<file path="config.mk">
export PLATFORM = sky130hd
export DESIGN_NAME = freq_to_phase_inc
export DESIGN_NICKNAME = d
export VERILOG_FILES = /design/src/rtl/freq_pkg.sv /design/src/rtl/freq_div_step.sv /design/src/rtl/freq_to_phase_inc.sv
export SDC_FILE = /design/constraint.sdc
export NUM_CORES = 1
export LEC_CHECK = 0
export ABC_AREA = 1
export CAP_MARGIN = 20
export CORE_UTILIZATION = 39
export CTS_CLUSTER_SIZE = 28
export DETAILED_ROUTE_END_ITERATION = 10
export MAX_ROUTING_LAYER = met4
export PLACE_DENSITY = 0.6
export SLEW_MARGIN = 5
export SYNTH_ARGS = -nofsm -noshare
export SYNTH_HDL_FRONTEND = slang
export SYNTH_SLANG_ARGS = --single-unit
</file>
<file path="constraint.sdc">
create_clock -name clk -period 3.1 [get_ports clk]
set_input_delay 0.465 -clock clk [delete_from_list [all_inputs] [get_ports clk]]
set_output_delay 0.465 -clock clk [all_outputs]
set_load 0.01 [all_outputs]
</file>
<file path="src/rtl/freq_pkg.sv">
// rtl/freq_pkg.sv - shared widths, state encoding and saturation constant for the frequency path
package freq_pkg;

   localparam int FREQ_FW = 18;
   localparam int FREQ_PW = 32;

   typedef enum logic {
      IDLE = 1'b0,
      DIV  = 1'b1
   } freq_state_t;

   localparam logic [FREQ_PW-1:0] PHASE_SAT = '1;

endpackage

</file>
<file path="src/rtl/freq_div_step.sv">
// rtl/freq_div_step.sv - one combinational restoring-division step (shift, compare, subtract)
module freq_div_step #(
   parameter int FW = 18
) (
   input  logic [FW:0]   rem,
   input  logic [FW-1:0] divisor,
   output logic [FW:0]   rem_next,
   output logic          q_bit
);

   logic [FW+1:0] rem2;
   logic [FW+1:0] diff;

   // rem < divisor on entry, so rem2 - divisor always fits back into FW+1 bits
   always_comb begin
      rem2     = {rem, 1'b0};
      diff     = rem2 - {2'b00, divisor};
      q_bit    = (rem2 >= {2'b00, divisor});
      rem_next = q_bit ? diff[FW:0] : rem2[FW:0];
   end

endmodule

</file>
<file path="src/rtl/freq_to_phase_inc.sv">
// rtl/freq_to_phase_inc.sv - kHz target to NCO phase increment via sequential divider
// Optional round-half-up guard iteration enabled by FREQ_TO_PHASE_ROUND_EN.
module freq_to_phase_inc
   import freq_pkg::*;
#(
   parameter int FW = FREQ_FW,
   parameter int PW = FREQ_PW
) (
   input  logic          clk,
   input  logic          reset,
   input  logic          start,
   input  logic [FW-1:0] target_khz,
   input  logic [FW-1:0] sample_freq,
   output logic [PW-1:0] phase_inc,
   output logic          busy,
   output logic          done,
   output logic          valid,
   output logic          sat,
   output logic          err
);

`ifdef FREQ_TO_PHASE_ROUND_EN
   localparam int ITERS = PW + 1;
`else
   localparam int ITERS = PW;
`endif
   localparam int CW = $clog2(ITERS + 1);
   localparam logic [CW-1:0] LAST = CW'(ITERS - 1);

   freq_state_t   state, state_n;
   logic [FW-1:0] divisor, divisor_n;
   logic [FW:0]   rem, rem_n;
   logic [PW-1:0] quot, quot_n, quot_shift;
   logic [CW-1:0] cnt, cnt_n;
   logic [PW-1:0] phase_n;
   logic          busy_n, done_n, valid_n, sat_n, err_n;
   logic [FW:0]   step_rem;
   logic          step_q;
`ifdef FREQ_TO_PHASE_ROUND_EN
   logic [PW:0]   rounded;
`endif

   freq_div_step #(.FW(FW)) u_step (
      .rem      (rem),
      .divisor  (divisor),
      .rem_next (step_rem),
      .q_bit    (step_q)
   );

   always_ff @(posedge clk) begin
      if (reset) begin
         state     <= IDLE;
         divisor   <= '0;
         rem       <= '0;
         quot      <= '0;
         cnt       <= '0;
         phase_inc <= '0;
         busy      <= 1'b0;
         done      <= 1'b0;
         valid     <= 1'b0;
         sat       <= 1'b0;
         err       <= 1'b0;
      end else begin
         state     <= state_n;
         divisor   <= divisor_n;
         rem       <= rem_n;
         quot      <= quot_n;
         cnt       <= cnt_n;
         phase_inc <= phase_n;
         busy      <= busy_n;
         done      <= done_n;
         valid     <= valid_n;
         sat       <= sat_n;
         err       <= err_n;
      end
   end

   always_comb begin
      state_n    = state;
      divisor_n  = divisor;
      rem_n      = rem;
      quot_n     = quot;
      cnt_n      = cnt;
      phase_n    = phase_inc;
      busy_n     = busy;
      done_n     = 1'b0;
      valid_n    = valid;
      sat_n      = sat;
      err_n      = err;
      quot_shift = {quot[PW-2:0], step_q};
`ifdef FREQ_TO_PHASE_ROUND_EN
      rounded    = {1'b0, quot} + {{PW{1'b0}}, step_q};
`endif

      case (state)
         IDLE: begin
            if (start) begin
               if (sample_freq == '0) begin
                  err_n  = 1'b1;
                  sat_n  = 1'b0;
                  done_n = 1'b1;
               end else if (target_khz >= sample_freq) begin
                  // ratio >= 1 cannot be represented; decided here so the quotient never wraps
                  phase_n = PHASE_SAT;
                  sat_n   = 1'b1;
                  err_n   = 1'b0;
                  valid_n = 1'b1;
                  done_n  = 1'b1;
               end else begin
                  divisor_n = sample_freq;
                  rem_n     = {1'b0, target_khz};
                  quot_n    = '0;
                  cnt_n     = '0;
                  busy_n    = 1'b1;
                  state_n   = DIV;
               end
            end
         end

         DIV: begin
            rem_n = step_rem;
            cnt_n = cnt + CW'(1);
`ifdef FREQ_TO_PHASE_ROUND_EN
            // final pass is the guard bit: it rounds instead of shifting into the quotient
            if (cnt == LAST) begin
               phase_n = rounded[PW] ? PHASE_SAT : rounded[PW-1:0];
               sat_n   = rounded[PW];
               err_n   = 1'b0;
               valid_n = 1'b1;
               done_n  = 1'b1;
               busy_n  = 1'b0;
               state_n = IDLE;
            end else begin
               quot_n = quot_shift;
            end
`else
            quot_n = quot_shift;
            if (cnt == LAST) begin
               phase_n = quot_shift;
               sat_n   = 1'b0;
               err_n   = 1'b0;
               valid_n = 1'b1;
               done_n  = 1'b1;
               busy_n  = 1'b0;
               state_n = IDLE;
            end
`endif
         end

         default: state_n = IDLE;
      endcase
   end

endmodule

</file>
==> results of run 1 <==
## sequential cells by signal, indices dropped and copies added, names as in the netlist, 6 cells and up
register and count:
cnt 6, divisor 18, phase_inc 32, quot 31
rem 19
## metrics by stage
step,hold slack (ps),cells,worst slack (ps),power [mW],cell area [um2]
finish,463,1283,629,4.54,7860
global route,503,1283,466,4.86,7860
CTS,468,1283,627,4.57,7860
detailed placement,456,1267,244,3.38,7560
global placement,451,1267,283,3.39,7560
floorplan,439,1007,1100,2.89,6620
## worst max-delay path, delay by kind of cell
family          cells  cell delay, ps
compound gates      1             130
fa+ha+maj           1             290
simple gates       11             890
buf+inv             3             970
## cells in the final DEF, fill, tap and decap left out, types with 3 or more instances in the layout
master,synthesis,layout
a21oi_1,56,56
buf_4,4,13
clkbuf_16,0,9
clkdlybuf4s50_1,0,75
dfxtp_1,112,111
ha_1,37,37
inv_1,153,153
inv_2,4,5
nand2_1,193,193
nand3_1,49,48
nand3_2,2,3
nand4_1,55,55
nor2_1,177,177
nor3_1,8,8
o211ai_1,28,28
o21ai_0,49,49
o21bai_1,3,3
xor2_1,5,5
## path summary, 6_finish.rpt
check | cells past startpoint | slack [ps] | startpoint | end
min | 2 | 460 | quot[0] | quot[0]
min reg2reg | 2 | 460 | quot[0] | quot[0]
max reg2reg | 13 | 690 | rem[0] | rem[11]
max | 16 | 630 | sample_freq[13] | cnt[5]
## cells in the mapped netlist (12+ instances only)
cell type	count	area share [%]
o21ai_0	49	3.7
a21oi_1	56	4.2
nand3_1	49	3.7
nor2_1	177	10
inv_1	153	8.7
o211ai_1	28	3.2
ha_1	37	7.0
nand2_1	193	11
clkbuf_1	26	1.5
nand4_1	55	5.2
dfxtp_1	112	34
buf_2	12	0.91
## layout make-up
type	instances	area (um2)	area share (%)
multi-input combinational	687	3560	45.3
tap	220	275	3.50
timing repair buffer	90	888	11.3
sequential	112	2250	28.6
clock buffer	10	239	3.04
clock inverter	6	56.3	0.717
inverter	158	593	7.55
## power by group through the flow
| stage | combinational, mW | sequential, mW | clock, mW |
|---|---|---|---|
| CTS | 1.66 | 1.70 | 1.21 |
| global route | 1.87 | 1.73 | 1.26 |
| detailed placement | 1.65 | 1.73 | 0 |
| finish | 1.66 | 1.71 | 1.17 |
| global placement | 1.65 | 1.74 | 0 |
| floorplan | 1.17 | 1.72 | 0 |
## cells by family (layout without fill, tap and decap cells)
logic type	after synthesis	count (layout)	share of synthesized area (%)
fa+ha+maj	38	38	7.29
xor+xnor	7	7	0.926
buf+inv	208	264	12.6
flops	112	112	33.9
simple gates	497	497	32.7
compound gates	145	145	12.7
## routing by layer
layer / share of wire (%) / up-vias / routed length (um)
met3: 2.7 / 28 / 483
met1: 50 / 2926 / 8980
li1: - / 3336 / -
met5: 0 / - / 0
met4: 2.2 / 0 / 399
met2: 46 / 124 / 8280
==> flow_summary.yaml, run 1 <==
drt:
  drt-initial-drc-count: 412
  drc: 0
  num_vias: 6414
  post_drt_wl_per_cell_um: 14.1
  drt_wl_total_um: 18100
  drt_first_pass_iters: 5
  ant_nets: 0
  viasPerCell: 5.00
global_route:
  antenna_found_initial: 0
  grt.overflow.total: 0
  grt_pass1_vias: 5993
  use_met1_pct: 27.7
  use_met2_pct: 35.2
  grt_usage_pct: 21.6
  busiest_layer: "met2"
  grt_max_degree: 58
  met3_usage_pct: 1.96
  grt_pass1_wl_um: 29400
yosys:
  ys_seq_elements: 112
  synth_ff_type: "dfxtp_1"
  syn-num-nets: 1084
  ys_seq_area_share_pct: 33.9
  synth_edf_count: 0
  yosys_warnings: 0
  yosysUniqueCellTypes: 39
  synth_area_per_cell_um2: 6.58
  synthCells: 1007
  async_reset_ff_share_pct: 0
  synth_area_um2: 6620
placement:
  hpwl_um: 13300
  port_buffers: 75
  gp_congestion: 0.845
sta:
  fin_skew_ps: 9.31
  fin_tns_setup_ps: 0
  fmax_mhz: 405
  maxSlewViolCount: 0
  min_period_ps: 2470
  tightest_slew_ps: 546
  slew-limit-headroom_pct: 63.5
  finalSetupViolations: 0
  period_share_pct: 79.7
  rsz0062_at_grt: "false"
  hold_viol_final: 0
final_layout:
  num-fill-cells: 1742
  nets: 1135
  post_route_cells_drive_above_1_share_pct: 5.17
  finish.utilization_pct: 47.4
  diodes: 0
  areaGrowthSynthToFinish_pct: 18.6
pwr:
  p_per_area_nw_per_um2: 577
  sw_frac_of_total_pct: 38.3
  ir_drop_mv: 0.313
  switchingPower_mw: 1.74
  clockPowerShare_pct: 25.7
  p_leak_nw: 3.74
  internal_power_mw: 2.80
  combPwrFrac_pct: 36.7
  seqPwrFrac_pct: 37.6
setup_path:
  path_cells: "clkdlybuf4s50_1 -> inv_1 -> ha_1 -> nand2_1 -> nor2_1 -> nand2_1 -> nor2_1 -> nand2_1 -> nand2_1 -> nand2_2 -> nand2_1 -> nor2_1 -> nand3_2 -> buf_4 -> nand2_1 -> a21oi_1"
  cp-end-kind: "register"
  path_max_fanout: 38
  arrival_ps: 2760
  crit_path_start_kind: "primary input"
  max_stage_delay_ps: 520
  crit_slowest_cell: "clkdlybuf4s50_1"
  required_ps: 3390
  worstSetupPathType: "primary input to register"
  cpMostUsedCell: "nand2_1"
cts:
  worstSkewPairLatency_ps: 360
  clk_pin_slew_ps: 80
  ctsHtreeMaxLevel: 3
  cts.sinks: 112
  cts_tree: "done"
  hold_buffers: 0
  post_cts_buffers: 0
  numCtsBuffers: 9
  ctsResizeCount: 0
  cts_root_buffer: "clkbuf_16"
  clockBufferDepth: 2
die:
  dieWidth_um: 132
  fp.dieArea_um2: 17500
  rows: 47
  io_pins: 76
  start_util_pct: 39.9
  fp.dieH_um: 132
  coreArea_um2: 16600
worst_hold_path:
  hold_path.class: "register to register"
flow_run:
  maxCapViolCount: 0
run_status:
  status: "complete, no violations"
(Power assumes the default switching activity.)
==> inputs of run 2 (changes only) <==
- clock period: 3.1 -> 2.5 ns (I/O delays scaled with it)
==> run 2 against run 1 <==
Net effect: critical path type unchanged; design area rose by 6.0%; hold slack better by 12 ps; clock skew grew 4.5 ps; highest routed layer unchanged; global-route usage rose by 0.29 points; register-to-register slack got worse by 470 ps; utilization increased by 2.9 points; worst setup slack lost 430 ps; largest cell class unchanged; routed wire length grew 1.1%; sequential power grew 23%; combinational power up 33%; total power up 31%; sequential cell count unchanged.
==> flow_summary.yaml, run 2 (synthesis results as in run 1) <==
final_layout:
  regMostFlops: "phase_inc"
  finish.utilization_pct: 50.2
  nets: 1185
  largest_reg_flops: 32
  areaGrowthSynthToFinish_pct: 25.8
  diodes: 0
  num-fill-cells: 1697
  top_regs: "phase_inc: 32 flops, quot: 31 flops, rem: 19 flops"
  final_common_cell: "nand2_1"
  finalInstanceArea_um2: 8330
  mostFrequentLayoutCells: "nand2_1 (193), nor2_1 (176), inv_1 (153)"
  post_route_cells_drive_above_1_share_pct: 9.61
  layout.cells.non_filler: 1333
drt:
  num_vias: 6579
  drt-initial-drc-count: 426
  viasPerCell: 4.94
  drt_wl_total_um: 18300
  wirelength_met1_um: 8670
  post_drt_wl_per_cell_um: 13.8
  routed.top_layer: "met4"
  dr_wl_met2_um: 8700
  drt_first_pass_iters: 5
  drc: 0
  dr_wl_met3_um: 584
  ant_nets: 0
die:
  coreArea_um2: 16600
  rows: 47
  io_pins: 76
  dieWidth_um: 132
  fp.dieArea_um2: 17500
  fp.dieH_um: 132
  start_util_pct: 39.9
cts:
  ctsHtreeMaxLevel: 3
  cts_root_buffer: "clkbuf_16"
  cts_tree: "done"
  cts.sinks: 112
  clk_pin_slew_ps: 80
  clockBufferDepth: 2
  worstSkewPairLatency_ps: 360
  post_cts_buffers: 0
  numCtsBuffers: 9
global_route:
  grt.overflow.total: 0
  antenna_found_initial: 0
  grt_usage_pct: 21.9
  grt_pass1_vias: 6226
  grt_pass1_wl_um: 30000
  grt_max_degree: 128
placement:
  place_area_um2: 7970
  hpwl_um: 13600
  dpl_worst_slack_ps: -212
  port_buffers: 75
  gp_congestion: 0.893
  dp.cells: 1317
pwr:
  sw_frac_of_total_pct: 37.2
  p_per_area_nw_per_um2: 712
  ir_drop_mv: 0.361
  internal_power_mw: 3.73
  p_leak_nw: 4.01
  switchingPower_mw: 2.21
  seqPwrFrac_pct: 35.4
  combPwrFrac_pct: 37.3
  p_total_mw: 5.93
  clockPowerShare_pct: 27.3
sta:
  min_period_ps: 2300
  hold_viol_final: 0
  setup_slack_ps: 197
  fin_tns_setup_ps: 0
  tightest_slew_ps: 533
  slew-limit-headroom_pct: 64.5
  maxSlewViolCount: 0
  fmax_mhz: 434
  finalSetupViolations: 0
  fin_hold_ws_ps: 474
  fin_skew_ps: 13.8
  period_share_pct: 92.1
  rsz0062_at_grt: "false"
setup_path:
  reg2reg_from: "rem[0]"
  crit_path_start_kind: "primary input"
  arrival_ps: 2600
  worstSetupPathType: "primary input to register"
  reg2reg_to: "rem[10]"
  r2r_slack_ps: 220
  cpMostUsedCell: "nand2_1"
  cp-end-kind: "register"
  path_max_fanout: 19
  path_cells: "clkdlybuf4s50_1 -> inv_1 -> ha_1 -> nand2_1 -> nor2_2 -> nand2_1 -> nor2_1 -> nand2_1 -> nand2_1 -> nand2_2 -> nand2_1 -> buf_4 -> inv_1 -> nand2_1 -> nand3_2 -> inv_4 -> buf_12 -> nor2_1 -> nor2_1"
  crit_slowest_cell: "clkdlybuf4s50_1"
  required_ps: 2800
  crit_path_start: "sample_freq[5]"
  crit_end: "phase_inc[16]"
  reg2reg_depth: 14
  max_stage_delay_ps: 510
run_status:
  status: "complete, no violations"
worst_hold_path:
  hold_path.class: "register to register"
  worstHoldPathCells: 2
  hp-start: "quot[0]"
flow_run:
  maxCapViolCount: 0
run 2: what timing repair did:
item                                    CTS  global route
endpoints found under the hold margin     0             0
hold buffers                              0             0
gates resized for setup                   0             5
endpoints found under the setup margin    0            14
run 2: metal layers:
| metal | vias to the layer above | GRT usage [%] |
|---|---|---|
| met3 | 27 | 2.42 |
| li1 | 3448 | - |
| met2 | 131 | 36.2 |
| met4 | 0 | 7.98 |
| met5 | - | - |
| met1 | 2973 | 27.6 |
run 2: final cells by class:
| class | count | area (um2) | area share (%) |
|---|---|---|---|
| multi-input cells | 687 | 3570 | 42.8 |
| flip-flops and latches | 112 | 2250 | 27.0 |
| repair buffers | 140 | 1310 | 15.7 |
| inverters | 158 | 596 | 7.15 |
| well taps | 220 | 275 | 3.30 |
| clock buffers | 10 | 250 | 3.00 |
| clock inverters | 6 | 88.8 | 1.07 |
run 2: worst min path at each step:
stage | endpoint | slack [ps]
6_report | quot[0] | 470
3_3_place_gp | quot[0] | 450
5_1_grt | phase_inc[6] | 500
2_1_floorplan | quot[0] | 440
4_1_cts | quot[0] | 470
3_5_place_dp | quot[0] | 460
run 2: worst max-delay path, delay by kind of cell:
| family | cells | cell delay, ps |
|---|---|---|
| adder cells (fa/ha/maj) | 1 | 290 |
| buffers and inverters | 6 | 970 |
| AND/OR/NAND/NOR | 12 | 970 |
run 2: power groups by stage:
stage,logic [mW],registers (mW),clock network [mW]
after detailed placement,2.18,2.14,0
after floorplan,1.45,2.14,0
after global routing,2.49,2.12,1.72
final,2.21,2.10,1.62
after CTS,2.19,2.10,1.65
after global placement,2.17,2.14,0
